<file path="config.mk">
export PLATFORM = sky130hd
export DESIGN_NAME = sens_hispi_lane
export DESIGN_NICKNAME = d
export VERILOG_FILES = /design/src/rtl/sens_hispi_lane.sv
export SDC_FILE = /design/constraint.sdc
export NUM_CORES = 1
export LEC_CHECK = 0
export CAP_MARGIN = 25
export CORE_MARGIN = 4
export CORE_UTILIZATION = 50
export DETAILED_ROUTE_END_ITERATION = 16
export PLACE_DENSITY = 0.74
export SKIP_LAST_GASP = 1
export SLEW_MARGIN = 5
export SYNTH_ARGS = -nofsm -noshare
export SYNTH_HDL_FRONTEND = slang
export SYNTH_SLANG_ARGS = --single-unit
</file>
<file path="constraint.sdc">
create_clock -name ipclk -period 2.5 [get_ports ipclk]
set_input_delay 0.25 -clock ipclk [delete_from_list [all_inputs] [get_ports ipclk]]
set_output_delay 0.25 -clock ipclk [all_outputs]
set_load 0.03 [all_outputs]
</file>
<file path="src/rtl/sens_hispi_lane.sv">
// sens_hispi_lane
// Single-lane HiSPi Packetized-SP word aligner and sync decoder (12-bit words).
// Finds bit/word alignment from the 0xFFF/0x000/0x000 preamble, decodes the
// SOF/SOL/EOL/EOF code word, strips sync words and emits aligned pixel words.
// Optional feature: define SENS_HISPI_LANE_STATS_EN to enable the saturating
// sync error counter on sync_errs; otherwise sync_errs is tied to zero.
module sens_hispi_lane (
    input  logic        ipclk,
    input  logic        irst_n,
    input  logic [3:0]  din,
    output logic [11:0] dout,
    output logic        dv,
    output logic        sof,
    output logic        sol,
    output logic        eol,
    output logic        eof,
    output logic        locked,
    output logic        in_line,
    output logic [7:0]  sync_errs
);

    // 12 ones followed by 24 zeros, oldest bit in the MSB.
    localparam logic [35:0] PREAMBLE = 36'hFFF_000_000;

    typedef enum logic [1:0] {
        ST_HUNT = 2'd0,
        ST_CODE = 2'd1,
        ST_DATA = 2'd2,
        ST_IDLE = 2'd3
    } state_t;

    state_t      r_state;
    state_t      w_state_nxt;

    // Bit history. The newest nibble sits in [3:0]. The preamble window for the
    // highest offset ends at bit 38, so nothing above that is kept.
    logic [38:0] r_hist;
    logic [1:0]  r_off;
    logic [1:0]  r_phase;

    // Two-word delay queue: r_q0 is the youngest entry, r_q1 the oldest.
    logic [11:0] r_q0;
    logic [11:0] r_q1;
    logic [1:0]  r_qv;

    // A valid code has been decoded since the last return to HUNT.
    logic        r_seen;

    logic        w_pre_hit;
    logic [1:0]  w_pre_k;
    logic [11:0] w_word;
    logic        w_wc;
    logic        w_locked_st;
    logic        w_pre_aligned;
    logic        w_code_eval;
    logic        w_push;
    logic        w_dv;
    logic        w_realign;
    logic        w_q_clr;
    logic        w_seen_nxt;
    logic        w_sof;
    logic        w_sol;
    logic        w_eol;
    logic        w_eof;

    // Preamble search over the four bit offsets, lowest offset wins.
    always_comb begin
        w_pre_hit = 1'b0;
        w_pre_k   = 2'd0;
        if (r_hist[35:0] == PREAMBLE) begin
            w_pre_hit = 1'b1;
            w_pre_k   = 2'd0;
        end else if (r_hist[36:1] == PREAMBLE) begin
            w_pre_hit = 1'b1;
            w_pre_k   = 2'd1;
        end else if (r_hist[37:2] == PREAMBLE) begin
            w_pre_hit = 1'b1;
            w_pre_k   = 2'd2;
        end else if (r_hist[38:3] == PREAMBLE) begin
            w_pre_hit = 1'b1;
            w_pre_k   = 2'd3;
        end else begin
            w_pre_hit = 1'b0;
            w_pre_k   = 2'd0;
        end
    end

    // Current 12-bit word at the locked bit offset.
    always_comb begin
        w_word = r_hist[11:0];
        case (r_off)
            2'd0:    w_word = r_hist[11:0];
            2'd1:    w_word = r_hist[12:1];
            2'd2:    w_word = r_hist[13:2];
            2'd3:    w_word = r_hist[14:3];
            default: w_word = r_hist[11:0];
        endcase
    end

    // Phase 2 is the cycle in which a complete word sits at the offset.
    assign w_wc          = (r_phase == 2'd2);
    assign w_locked_st   = (r_state == ST_DATA) || (r_state == ST_IDLE);
    assign w_pre_aligned = w_pre_hit && w_wc && (w_pre_k == r_off);
    assign w_code_eval   = (r_state == ST_CODE) && w_wc;

    // State register.
    always_ff @(posedge ipclk or negedge irst_n) begin
        if (!irst_n) begin
            r_state <= ST_HUNT;
        end else begin
            r_state <= w_state_nxt;
        end
    end

    // Next-state logic. All legal codes have bit 11 set; bit 9 separates
    // end-of-line codes (to IDLE) from start-of-line codes (to DATA).
    always_comb begin
        w_state_nxt = r_state;
        case (r_state)
            ST_HUNT: begin
                if (w_pre_hit) begin
                    w_state_nxt = ST_CODE;
                end else begin
                    w_state_nxt = ST_HUNT;
                end
            end
            ST_CODE: begin
                if (!w_wc) begin
                    w_state_nxt = ST_CODE;
                end else if (!w_word[11]) begin
                    w_state_nxt = ST_HUNT;
                end else if (w_word[9]) begin
                    w_state_nxt = ST_IDLE;
                end else begin
                    w_state_nxt = ST_DATA;
                end
            end
            ST_DATA: begin
                if (w_pre_hit) begin
                    w_state_nxt = ST_CODE;
                end else begin
                    w_state_nxt = ST_DATA;
                end
            end
            ST_IDLE: begin
                if (w_pre_hit) begin
                    w_state_nxt = ST_CODE;
                end else begin
                    w_state_nxt = ST_IDLE;
                end
            end
            default: begin
                w_state_nxt = ST_HUNT;
            end
        endcase
    end

    // Output and datapath control decoded from state and the current word.
    always_comb begin
        w_sof      = 1'b0;
        w_sol      = 1'b0;
        w_eol      = 1'b0;
        w_eof      = 1'b0;
        w_push     = 1'b0;
        w_dv       = 1'b0;
        w_realign  = 1'b0;
        w_q_clr    = 1'b0;
        w_seen_nxt = r_seen;

        if (w_code_eval && w_word[11]) begin
            w_sol = !w_word[9];
            w_sof = w_word[10] && !w_word[9];
            w_eol = w_word[9];
            w_eof = w_word[10] && w_word[9];
        end else begin
            w_sol = 1'b0;
            w_sof = 1'b0;
            w_eol = 1'b0;
            w_eof = 1'b0;
        end

        // A preamble in DATA is never queued, so its own words never exit.
        if ((r_state == ST_DATA) && w_wc && !w_pre_hit) begin
            w_push = 1'b1;
            w_dv   = r_qv[1];
        end else begin
            w_push = 1'b0;
            w_dv   = 1'b0;
        end

        if (w_pre_hit && ((r_state == ST_HUNT) || (w_locked_st && !w_pre_aligned))) begin
            w_realign = 1'b1;
        end else begin
            w_realign = 1'b0;
        end

        // Any preamble while locked squashes the queued sync words.
        if ((w_locked_st && w_pre_hit) || (r_state == ST_HUNT) || (w_state_nxt == ST_HUNT)) begin
            w_q_clr = 1'b1;
        end else begin
            w_q_clr = 1'b0;
        end

        if (w_state_nxt == ST_HUNT) begin
            w_seen_nxt = 1'b0;
        end else if (w_code_eval && w_word[11]) begin
            w_seen_nxt = 1'b1;
        end else begin
            w_seen_nxt = r_seen;
        end
    end

    // Bit history, alignment offset, word phase and the lock qualifier.
    always_ff @(posedge ipclk or negedge irst_n) begin
        if (!irst_n) begin
            r_hist  <= 39'd0;
            r_off   <= 2'd0;
            r_phase <= 2'd0;
            r_seen  <= 1'b0;
        end else begin
            r_hist <= {r_hist[34:0], din};
            r_seen <= w_seen_nxt;
            if (w_realign) begin
                r_off   <= w_pre_k;
                r_phase <= 2'd0;
            end else if (r_phase == 2'd2) begin
                r_phase <= 2'd0;
            end else begin
                r_phase <= r_phase + 2'd1;
            end
        end
    end

    // Two-word delay queue holding back words until a preamble is ruled out.
    always_ff @(posedge ipclk or negedge irst_n) begin
        if (!irst_n) begin
            r_q0 <= 12'd0;
            r_q1 <= 12'd0;
            r_qv <= 2'b00;
        end else if (w_q_clr) begin
            r_qv <= 2'b00;
        end else if (w_push) begin
            r_q0 <= w_word;
            r_q1 <= r_q0;
            r_qv <= {r_qv[0], 1'b1};
        end
    end

    // Registered outputs; dout holds its value between strobes.
    always_ff @(posedge ipclk or negedge irst_n) begin
        if (!irst_n) begin
            dout    <= 12'd0;
            dv      <= 1'b0;
            sof     <= 1'b0;
            sol     <= 1'b0;
            eol     <= 1'b0;
            eof     <= 1'b0;
            locked  <= 1'b0;
            in_line <= 1'b0;
        end else begin
            if (w_dv) begin
                dout <= r_q1;
            end
            dv      <= w_dv;
            sof     <= w_sof;
            sol     <= w_sol;
            eol     <= w_eol;
            eof     <= w_eof;
            locked  <= (w_state_nxt != ST_HUNT) && w_seen_nxt;
            in_line <= (w_state_nxt == ST_DATA);
        end
    end

`ifdef SENS_HISPI_LANE_STATS_EN
    logic       w_err;
    logic [7:0] r_sync_errs;

    // Bad codes always count; preambles count only when off-grid while locked.
    assign w_err = (w_code_eval && !w_word[11]) ||
                   (w_locked_st && w_pre_hit && !w_pre_aligned);

    // Saturating sync error counter, cleared only by reset.
    always_ff @(posedge ipclk or negedge irst_n) begin
        if (!irst_n) begin
            r_sync_errs <= 8'd0;
        end else if (w_err && (r_sync_errs != 8'hFF)) begin
            r_sync_errs <= r_sync_errs + 8'd1;
        end
    end

    assign sync_errs = r_sync_errs;
`else
    assign sync_errs = 8'd0;
`endif

endmodule

</file>
* Yosys cells after proc, flatten, opt, wreduce, memory -nomap -nowiden
Index checks and enable logic that the tools add are counted.
** Cells by class
- Reduce and logical (&&, ||, !) cells :: 25
- Mux-type cells :: 30
- Add/subtract/negate cells :: 1
- Bitwise logic cells :: 1
- Equal/unequal tests :: 13
** Operators with widths (number)
- $eq A36 B36 Y1 const B :: 4
- $pmux W12 S4 :: 1
- $mux W2 :: 12
- $mux W1 :: 16
- $eq A2 B2 Y1 const B :: 6
- $logic_and A1 B1 Y1 :: 12
- $pmux W2 S4 :: 1
- $logic_not A2 Y1 :: 3
- $eq A2 B1 Y1 const B :: 2
- $logic_or A1 B1 Y1 :: 4
- $reduce_bool A2 Y1 :: 2
- $logic_not A1 Y1 :: 3
- $add A2 B1 Y2 const B :: 1
- $eq A2 B2 Y1 :: 1
- $reduce_and A2 Y1 :: 1
- $not A1 Y1 :: 1
** Storage, ports and cells
- Word-level logic and storage cells :: 86
- Bits in registers :: 91
- Bits of input ports :: 6

* Longest topological paths before layout
- Depth in word-level cells :: 13
- Mapped depth :: 7
- Depth with buffers taken out :: 5

* Worst setup path before layout
No wires, ideal clock.
- Kind :: flip-flop to flip-flop
- Start point :: register r_hist[11]
- End point :: register r_q0[0]
- Period minus slack after synthesis :: 2.483 ns
- Arrival :: 2.358 ns
- Required time :: 2.375 ns
- Path buffers :: 2
- Stages on the path, launching flop included :: 8
- Setup time :: 0.125 ns
- Setup slack :: 0.017 ns
- Cells stage by stage :: dfrtp_1 or4b_1 or4_1 a211o_1 buf_6 nand3_4 buf_12 mux2_4
** On the way
- Cells in the longest elaborated chain, start to end :: 12
** Ends and longest elaborated chain
- start: declaration :: RTL line 37 : logic [38:0] r_hist;
- start signal: assignment :: RTL line 221 : r_hist <= {r_hist[34:0], din};
- $eq A36 B36 Y1 :: RTL line 79 : end else if (r_hist[38:3] == PREAMBLE) begin
- $mux W1 :: RTL line 79
- $mux W1 :: RTL line 76 : end else if (r_hist[37:2] == PREAMBLE) begin
- $mux W1 :: RTL line 73 : end else if (r_hist[36:1] == PREAMBLE) begin
- $mux W1 :: RTL line 70 : if (r_hist[35:0] == PREAMBLE) begin
- $mux W2, or another cell as far along :: RTL line 139 : if (w_pre_hit) begin
- $pmux W2 S4 :: RTL line 119 : case (r_state)
- $logic_not A2 Y1 :: RTL line 198 : if ((w_locked_st && w_pre_hit) || (r_state == ST_HUNT) || (w_state_nxt == ST_HUNT)) begin
- $logic_or A1 B1 Y1 :: RTL line 198
- $mux W1 :: RTL line 198
- $not A1 Y1 (no line)
- $reduce_and A2 Y1 (no line) *
- end signal: assignment :: RTL line 243 : r_q0 <= w_word;
- end: declaration :: RTL line 42 : logic [11:0] r_q0;
Mark *: on every way between the ends. The rest lies on a longest branch, timed or not.
A chain may end at the register's enable or synchronous reset.

* Final worst setup path
- Start point :: register r_hist[23]
- End point :: register dout[10]
** On the way
- Cells in the longest elaborated chain, start to end :: 8
** Ends and longest elaborated chain
- $eq A36 B36 Y1 :: RTL line 79
- $mux W1 :: RTL line 79
- $mux W1 :: RTL line 76
- $mux W1 :: RTL line 73
- $mux W1 * :: RTL line 70
- $logic_not A1 Y1 * :: RTL line 183 : if ((r_state == ST_DATA) && w_wc && !w_pre_hit) begin
- $logic_and A1 B1 Y1 * :: RTL line 183
- $mux W1 * :: RTL line 183
- end signal: assignment :: RTL line 262 : dout <= r_q1;
- end: declaration :: RTL line 11 : output logic [11:0] dout,
Marked as above.

==> out/metrics.cfg <==
[outcome]
status = finished with violations
failed_checks = setup timing

[clock_network]
clk_pin_slew_ps = 90
htree_levels = 3
cts.root.buffer_cell = clkbuf_8
clkLatencyLatePin_ps = 350
cts.sinks = 90
cts_buffers = 9
cts_tree = yes
cts_max_path_buffers = 2

[floorplanning]
die-area_sq_mm = 0.008429
ios = 33
die_width_um = 91.81
die_h_um = 91.81
initial_utilization = 0.5169
core_sq_mm = 0.006794
rows = 30

[synthesis]
yosys.area.top_type_share = 0.6413
synth_cells = 233
synth_ff_type = dfrtp_1
ys_seq_area_frac = 0.6413
yosysMostFrequentCell = dfrtp_1
avgSynthCellArea_sq_um = 15.07
synth_top_family_by_area = multiplexers
async_reset_ff_frac = 1.000
yosys_warnings = 0
synth_edf_count = 0
synth-seq-cells = 90
synth_top_area_cell = dfrtp_1
synth_compound_area_frac = 0.04703
synth_simple_gate_area_frac = 0.07054
ys_top_cells_by_area = dfrtp_1 64%, mux2_4 8.1%, mux2_2 5.5%, mux2i_1 2.6%, mux4_2 2.6%
synthMuxAreaShare = 0.1934
netlist_area_sq_mm = 0.003512
synthAdderAreaFrac = 0
synth_common_cells = 90 x dfrtp_1, 19 x mux2_4, 17 x mux2_2
ys_types = 39
synthXorXnorAreaFrac = 0

[run]
cap_violations = 0

[cells_and_area]
finalNetCount = 277
final_area_sq_mm = 0.004252
layout-drive-gt1-share = 0.2862
n_fill_cell = 492
diodes = 0
areaGrowthSynthToFinish_pct = 21.05

[sta]
rsz0062_at_grt = true
slew_headroom = 0.6509
setup_slack_ps = -25.00
finClkSkew_ps = 10.79
setup_tns_ps = -133.5
timing.final.crit_period_ps = 2525
hold_viol_final = 0
maxSlewViolCount = 0
min_period_over_period = 1.010
setup_viol = 9
max_freq_mhz = 396.0
tightest_slew_ps = 521.7
holdWs_ps = 327.9

[drt]
route.vias.total = 1890
firstDrtPassIters = 5
drcViolationCount = 0
via_per_inst = 5.081
wl_per_cell_um = 15.76
ant_nets = 0
drt_iter0_drc = 44
wl_um = 5863

[global_route]
grt_overflow = 0
grt_pass1_vias = 1896
grt_use_total = 0.1434
grt_pass1_wl_um = 9515
antenna_found_initial = 0
grt_max_degree = 53

[critical_path]
cp.arrival_ps = 2760
worstPathCellList = or4_4, or4_4, a211o_4, nand4_4, buf_12, mux2_2
critPathSlowestCell = or4_4
worst-path-max-fanout = 7
cp-end-kind = flip-flop
critical_path_class = reg2reg
critPathLaunchType = flip-flop
slowest_delay_ps = 530
cp_common_cell = or4_4
required_ps = 2740

[placed_design]
place_area_sq_mm = 0.003871
port_buffers = 24
dpl.hpwl_um = 3852
finalWeightedCongestion = 0.7375
post-place-ws_ps = 20.37

[power_and_ir_drop]
peakVddDrop_mv = 0.3439
power_per_cell_area_mw_per_mm2 = 632.3
p_leak_nw = 2.017

[worst_hold_path]
min_path_type = in2reg

## path summary, 6_finish.rpt
path	cells after the start	slack, ps	endpoint	from
setup / recovery	6	-30	dout[10]$_DFFE_PN0P_	r_hist[23]$_DFF_PN0_
hold / removal	1	330	r_hist[2]$_DFF_PN0_	din[2]
max in group asynchronous	3	1460	r_hist[17]$_DFF_PN0_	irst_n
hold reg to reg	0	380	r_hist[34]$_DFF_PN0_	r_hist[30]$_DFF_PN0_
setup reg to reg	6	-30	dout[10]$_DFFE_PN0P_	r_hist[23]$_DFF_PN0_
min in group asynchronous	2	410	dout[1]$_DFFE_PN0P_	irst_n
## cell families after synthesis
kind of cell / after synthesis
buffers and inverters: 24
DFF: 90
muxes: 51
AOI/OAI and AO/OA: 26
and+or+nand+nor: 41
other: 1
## cells in the final DEF, fill, tap and decap left out, types with 2 or more instances in the layout
master,instances
a21oi_1,3
a22o_1,2
a31oi_1,3
buf_12,3
buf_4,6
buf_6,2
bufinv_16,2
clkbuf_16,2
clkbuf_8,9
clkdlybuf4s50_1,23
clkinv_4,2
conb_1,8
dfrtp_1,90
inv_1,7
inv_6,2
mux2_2,4
mux2_4,34
mux2i_1,9
mux4_2,4
nand2_1,9
nand4_1,3
nor2_1,7
nor2b_1,6
nor3_1,2
nor4_1,3
o21ai_0,10
or4_4,2
## final cells by class
| class | count | area (sq um) | share of cell area |
|---|---|---|---|
| Clock inverter | 7 | 100.1 | 0.02354 |
| Timing Repair Buffer | 37 | 417.9 | 0.09829 |
| Clock buffer | 9 | 123.9 | 0.02913 |
| Tap cell | 96 | 120.1 | 0.02825 |
| Multi-Input combinational cell | 126 | 1211 | 0.2849 |
| Inverter | 7 | 26.28 | 0.006180 |
| Sequential cell | 90 | 2252 | 0.5297 |
## registers in the layout, summed over array words and instances, names as in the netlist, 2 cells and up
| register | cells |
|---|---|
| r_qv | 2 |
| r_phase | 2 |
| r_state | 2 |
| r_q1 | 12 |
| dout | 12 |
| r_q0 | 12 |
| r_hist | 39 |
| r_off | 2 |
## per-stage QoR
step / power, mW / utilization / std cells
2_1_floorplan: 1.582 / - / 240
4_1_cts: 2.724 / 0.6042 / 370
5_1_grt: 2.800 / 0.6258 / 372
6_report: 2.688 / 0.6258 / 372
3_5_place_dp: 1.630 / 0.5698 / 353
3_3_place_gp: 1.628 / 0.5698 / 353
## routing by layer
layer	wire length, um	vias to the layer above	GRT usage	share of wire
met2	2925	28	0.2234	0.50
met5	0	-	0	0
li1	-	899	-	-
met1	2674	952	0.1944	0.46
met4	86	0	0.05198	0.015
met3	177	11	0.03856	0.030
## power by group
group,internal [mW],switching (mW),total [mW]
logic,0.0287,0.0585,0.0872
clock network,0.572,0.515,1.09
registers,1.49,0.0279,1.51
## what timing repair did
item / in CTS / in global routing
cloned: 0 / 2
resized for setup: 0 / 22
hold buffers: 1 / 0
pin swaps: 1 / 5
setup buffers: 0 / 0
setup endpoints to repair: 1 / 36
hold endpoints to repair: 38 / 0
## worst max-delay path: cells and delay by family (launching register included)
family,cells,cell delay [ps]
flops,1,390
buf+inv,1,140
simple gates,3,1170
compound gates,1,370
mux,1,350
No activity file was read; power rests on OpenSTA's default activity.
==> variant 1 (config.mk and constraints unchanged) <==
Encoding of `state_t`: now one-hot (4 bits for 4 states).
--- a/src/rtl/sens_hispi_lane.sv
+++ b/src/rtl/sens_hispi_lane.sv
@@ -22,11 +22,11 @@
     // 12 ones followed by 24 zeros, oldest bit in the MSB.
     localparam logic [35:0] PREAMBLE = 36'hFFF_000_000;
 
-    typedef enum logic [1:0] {
-        ST_HUNT = 2'd0,
-        ST_CODE = 2'd1,
-        ST_DATA = 2'd2,
-        ST_IDLE = 2'd3
+    typedef enum logic [3:0] {
+        ST_HUNT = 4'b0001,
+        ST_CODE = 4'b0010,
+        ST_DATA = 4'b0100,
+        ST_IDLE = 4'b1000
     } state_t;
 
     state_t      r_state;
Check against the original RTL: no difference found for any inputs over 10 cycles, from zero or initial values and one cycle with irst_n low; not proved beyond that.
==> variant 1 against the original RTL <==
- final area shrank 0.65%
- sequential cell count grew 2
- total power is 1.7% lower
- wire length is 1.1% lower
- clock skew is 0.0037 ns lower
- combinational power is 2% higher
- first-iteration DRC count rose by 84%
- die area increased by 3.8%
- setup slack better by 0.21 ns
- synthesized area grew 4.2%
- largest cell class unchanged
==> variant 1: results (changes against the original RTL) <==
metric	value	unit	change
post-layout min period	2.31	ns	-0.212 ns
Fill cells	550		+12%
Final #Nets	282		+1.8%
R2R setup slack	0.19	ns	+0.21 ns
Via density	5.20		+2.4%
drt initial violations	81		+84%
vias in the first global route	1954		+3.1%
largest cells by area after synthesis	dfrtp_1, mux2_4, mux2_2		
FF-to-FF path depth	5		-1
register area share after synthesis	62.9	%	-1.2 points
largest net degree at the start of global routing	49		-7.5%
VDD IR-drop max	0.486	mV	+41%
Post-synth top cells	dfrtp_1, mux2_4, mux2_2		
Slowest-stage cell, CP	or4b_4		
total CTS buffers	9		unchanged
PwrDens	626	nW/um^2	-1.0%
Synth cell types	46		+18%
Clock Root Buffer	clkbuf_8		
WP data arrival	2.56	ns	-0.20 ns
clock skew	0.00713	ns	-0.00366 ns
Cell Area, Placed	4000	um^2	+3.2%
Tot GR Track Use	14.5	%	+0.19 points
Async SR Flop Fraction	100	%	unchanged
status	completed		
Slew @ Worst Pin	0.772	ns	+0.250 ns
YS warnings	0		unchanged
Critical Path Fanout Max	11		+4
first-pass GRT wire length	9.68	mm	+1.7%
dpl ws	0.206	ns	+0.186 ns
DP Wirelength	4.03	mm	+4.6%
layout cells sized above 1	25.6	%	-3.0 points
leakage power	1.94	nW	-3.9%
routed len/inst	15.4	um	-2.4%
reg2reg end	r_q0[9]		
==> variant 1: cell count changes after synthesis, moves of 3 or more <==
cell / unedited run / this run
inv_1: 7 / 4
o31ai_1: 0 / 3
nand3_1: 0 / 3
a21oi_1: 3 / 6
mux2i_1: 9 / 4
mux4_1: 0 / 4
nand2_1: 9 / 14
nor4b_1: 0 / 3
==> variant 1: worst min-delay path by stage <==
| stage | from | endpoint | slack, ns | cells past startpoint |
|---|---|---|---|---|
| global route | din[3] | r_hist[3] | 0.31 | 1 |
| finish | din[2] | r_hist[2] | 0.33 | 1 |
| detailed placement | irst_n | r_hist[2] | 0.28 | 1 |
| floorplan | irst_n | dout[0] | -0.05 | 0 |
| global placement | irst_n | r_hist[2] | 0.28 | 1 |
| CTS | din[3] | r_hist[3] | 0.32 | 1 |
==> variant 1: power breakdown <==
| group | internal [mW] | total [mW] | switching (mW) |
|---|---|---|---|
| logic | 0.0300 | 0.0892 | 0.0592 |
| clock network | 0.518 | 1.01 | 0.490 |
| registers | 1.52 | 1.55 | 0.0278 |
| total | 2.07 | 2.64 | 0.577 |
==> variant 1: final cells by class <==
class	instances	area share [%]
flip-flops and latches	92	54.5
clock buffers	11	3.58
repair buffers	30	7.05
well taps	96	2.84
multi-input cells	138	30.1
clock inverters	5	1.42
inverters	5	0.504
==> variant 1: what timing repair did <==
action	4_1_cts	5_1_grt
endpoints found under the hold margin	44	0
hold buffers	1	0
setup endpoints to repair	0	2
==> variant 1: cells by family (layout without fill, tap and decap cells) <==
group           Yosys count  after routing  synth area share, %
simple gates             51             52                 9.06
flops                    92             92                 62.9
xor+xnor                  1              1                0.239
buf+inv                  19             51                 3.25
mux                      47             47                 18.6
other cells               1              8                0.102
compound gates           30             30                 5.78
==> variant 1: metal layers <==
metal	global-route usage, %	vias to the layer above	routed length, um
li1	-	927	-
met1	21.0	982	2780
met2	20.7	44	2650
met3	4.59	9	286
met4	5.29	0	77
met5	0	-	0
==> variant 1: stage by stage <==
| step | std cells | hold slack [ns] |
|---|---|---|
| 2_1_floorplan | 248 | -0.0456 |
| 6_report | 377 | 0.333 |
| 5_1_grt | 377 | 0.310 |
| 3_5_place_dp | 359 | 0.280 |
| 4_1_cts | 376 | 0.318 |
| 3_3_place_gp | 359 | 0.279 |
==> variant 1: worst reg2reg max path, cell delays in order, from the launching register on <==
cell and delay (ns):
dfrtp_1 0.43, or4b_4 0.56, nor4_4 0.42, o211a_4 0.29, nor2_2 0.16, mux2_4 0.34
==> variant 2 (same flow settings) <==
Made on the original files. Build with the macro `SENS_HISPI_LANE_STATS_EN` defined.
--- a/src/rtl/sens_hispi_lane.sv
+++ b/src/rtl/sens_hispi_lane.sv
@@ -4,6 +4,8 @@
 // SOF/SOL/EOL/EOF code word, strips sync words and emits aligned pixel words.
 // Optional feature: define SENS_HISPI_LANE_STATS_EN to enable the saturating
 // sync error counter on sync_errs; otherwise sync_errs is tied to zero.
+`define SENS_HISPI_LANE_STATS_EN
+
 module sens_hispi_lane (
     input  logic        ipclk,
     input  logic        irst_n,
Behaviour: no difference found for any inputs over 10 cycles, from zero or initial values and one cycle with irst_n low; that may be too few to reach the edited logic, so the function may still have changed.
==> variant 2 against the original RTL <==
- the run still ends with setup timing left
- clock skew decreased by 0.00093 ns
- sequential cell count increased by 8
- final area increased by 17%
- utilization increased by 4.4 points
- count of clock-buffer cells in the layout increased by 1
- wire length increased by 25%
- synthesized area increased by 11%
- total power increased by 5.3%
- setup slack improved by 0.016 ns
- largest cell class unchanged
==> variant 2: results (changes against the original RTL) <==
metric	value	unit	change
status	finished, violations left		
violated checks	setup timing		
Finish-stage setup viols	3		-6
largest cells by area after synthesis	dfrtp_1, mux2_2, mux2_1		
Synth cell types	48		+23%
Fill cells	543		+10%
layout cells sized above 1	30.1	%	+1.5 points
largest net degree at the start of global routing	47		-11%
drt initial violations	142		+220%
Worst Setup SP	r_hist[16]		
vias in the first global route	2584		+36%
reg2reg end	r_off[1]		
largest stage delay on the critical path	0.58	ns	+0.05 ns
Critical Path Fanout Max	6		-1
FF-to-FF path depth	7		+1
final worst setup slack	-0.00937	ns	+0.0156 ns
DRT Pass-1 Iters	4		-1
DP Wirelength	4.93	mm	+28%
post-synthesis adder-cell area fraction	0.321	%	+0.32 points
routed vias	2477		+31%
routed len/inst	16.1	um	+2.4%
max_slew headroom	63.2	%	-1.9 points
type of the tightest min-delay check	input pin to async pin		
clock skew	0.00986	ns	-0.000926 ns
leakage power	2.27	nW	+12%
Final #Nets	358		+29%
Synth Area in XOR/XNOR	1.12	%	+1.1 points
Port-buffer cells	32		+33%
Synth Area in Compound Gates	7.67	%	+3.0 points
GPL Wtd Cong	0.922		+25%
register area share after synthesis	62.9	%	-1.3 points
## variant 2: cell count changes in the layout (fill, tap and decap cells not counted), sizes merged, moves of 5 or more
| cell | change |
|---|---|
| conb | -8 |
| nand3 | +10 |
| nand2 | +7 |
| clkdlybuf4s50 | +8 |
| dfrtp | +8 |
| nor2 | +5 |
| buf | +26 |
| a211oi | +8 |
| xor2 | +5 |
## variant 2: kinds of logic (layout without fill, tap and decap cells)
| logic type | after synthesis | in the layout |
|---|---|---|
| xor+xnor | 5 | 5 |
| flops | 98 | 98 |
| fa+ha+maj | 1 | 1 |
| simple gates | 71 | 71 |
| mux | 50 | 50 |
| compound gates | 38 | 38 |
| buf+inv | 17 | 92 |
## variant 2: layer usage
metal | track usage, % | vias to the layer above | share of wire [%]
li1 | - | 1146 | -
met1 | 23.3 | 1267 | 45
met2 | 27.3 | 54 | 48
met3 | 5.00 | 10 | 5.3
met4 | 5.96 | 0 | 1.5
met5 | 0 | - | 0
## variant 2: final cells by class
cell class,instances,area (um^2),area share [%]
flip-flops and latches,98,2450,49.4
clock inverters,5,78.8,1.59
multi-input cells,165,1490,30.0
inverters,7,26.3,0.529
clock buffers,10,138,2.77
repair buffers,70,656,13.2
well taps,99,124,2.49
## variant 2: worst min path at each step
| stage | end | start | slack, ns | cells after the start |
|---|---|---|---|---|
| 4_1_cts | dout[1] | irst_n | 0.33 | 2 |
| 5_1_grt | r_hist[2] | din[2] | 0.32 | 1 |
| 2_1_floorplan | dout[0] | irst_n | -0.05 | 0 |
| 3_5_place_dp | dout[1] | irst_n | 0.17 | 1 |
| 6_report | r_q1[2] | irst_n | 0.33 | 2 |
| 3_3_place_gp | r_q1[2] | irst_n | 0.16 | 1 |
## variant 2: worst reg2reg max path, stage by stage (launching register included)
cell and delay [ns]:
dfrtp_1 0.38, or4_4 0.58, nor3_4 0.34, buf_4 0.19
nand3_4 0.08, a21o_1 0.20, a211oi_4 0.29, mux2_4 0.33
## variant 2: where the power goes
part	switching [mW]	total [mW]	leakage [nW]	internal, mW
clock network	0.503	1.09	0.112	0.584
registers	0.0253	1.64	1.28	1.62
logic	0.0603	0.103	0.879	0.0430
total	0.588	2.83	2.27	2.24
## variant 2: timing repair
item | in CTS | in global routing
pin swaps | 0 | 11
endpoints found under the hold margin | 22 | 0
setup buffers | 0 | 8
hold buffers | 1 | 0
gates resized for setup | 4 | 22
cloned | 0 | 1
endpoints found under the setup margin | 42 | 33
## variant 2: through the flow
stage	cells	total power, mW	TNS (ns)	worst slack, ns
floorplan	280	1.69	0	0.147
global placement	429	1.77	-1.52	-0.0921
detailed placement	429	1.77	-0.984	-0.105
CTS	445	2.86	-0.0346	-0.0346
global route	454	2.94	-2.86	-0.108
finish	454	2.83	-0.0244	-0.00937
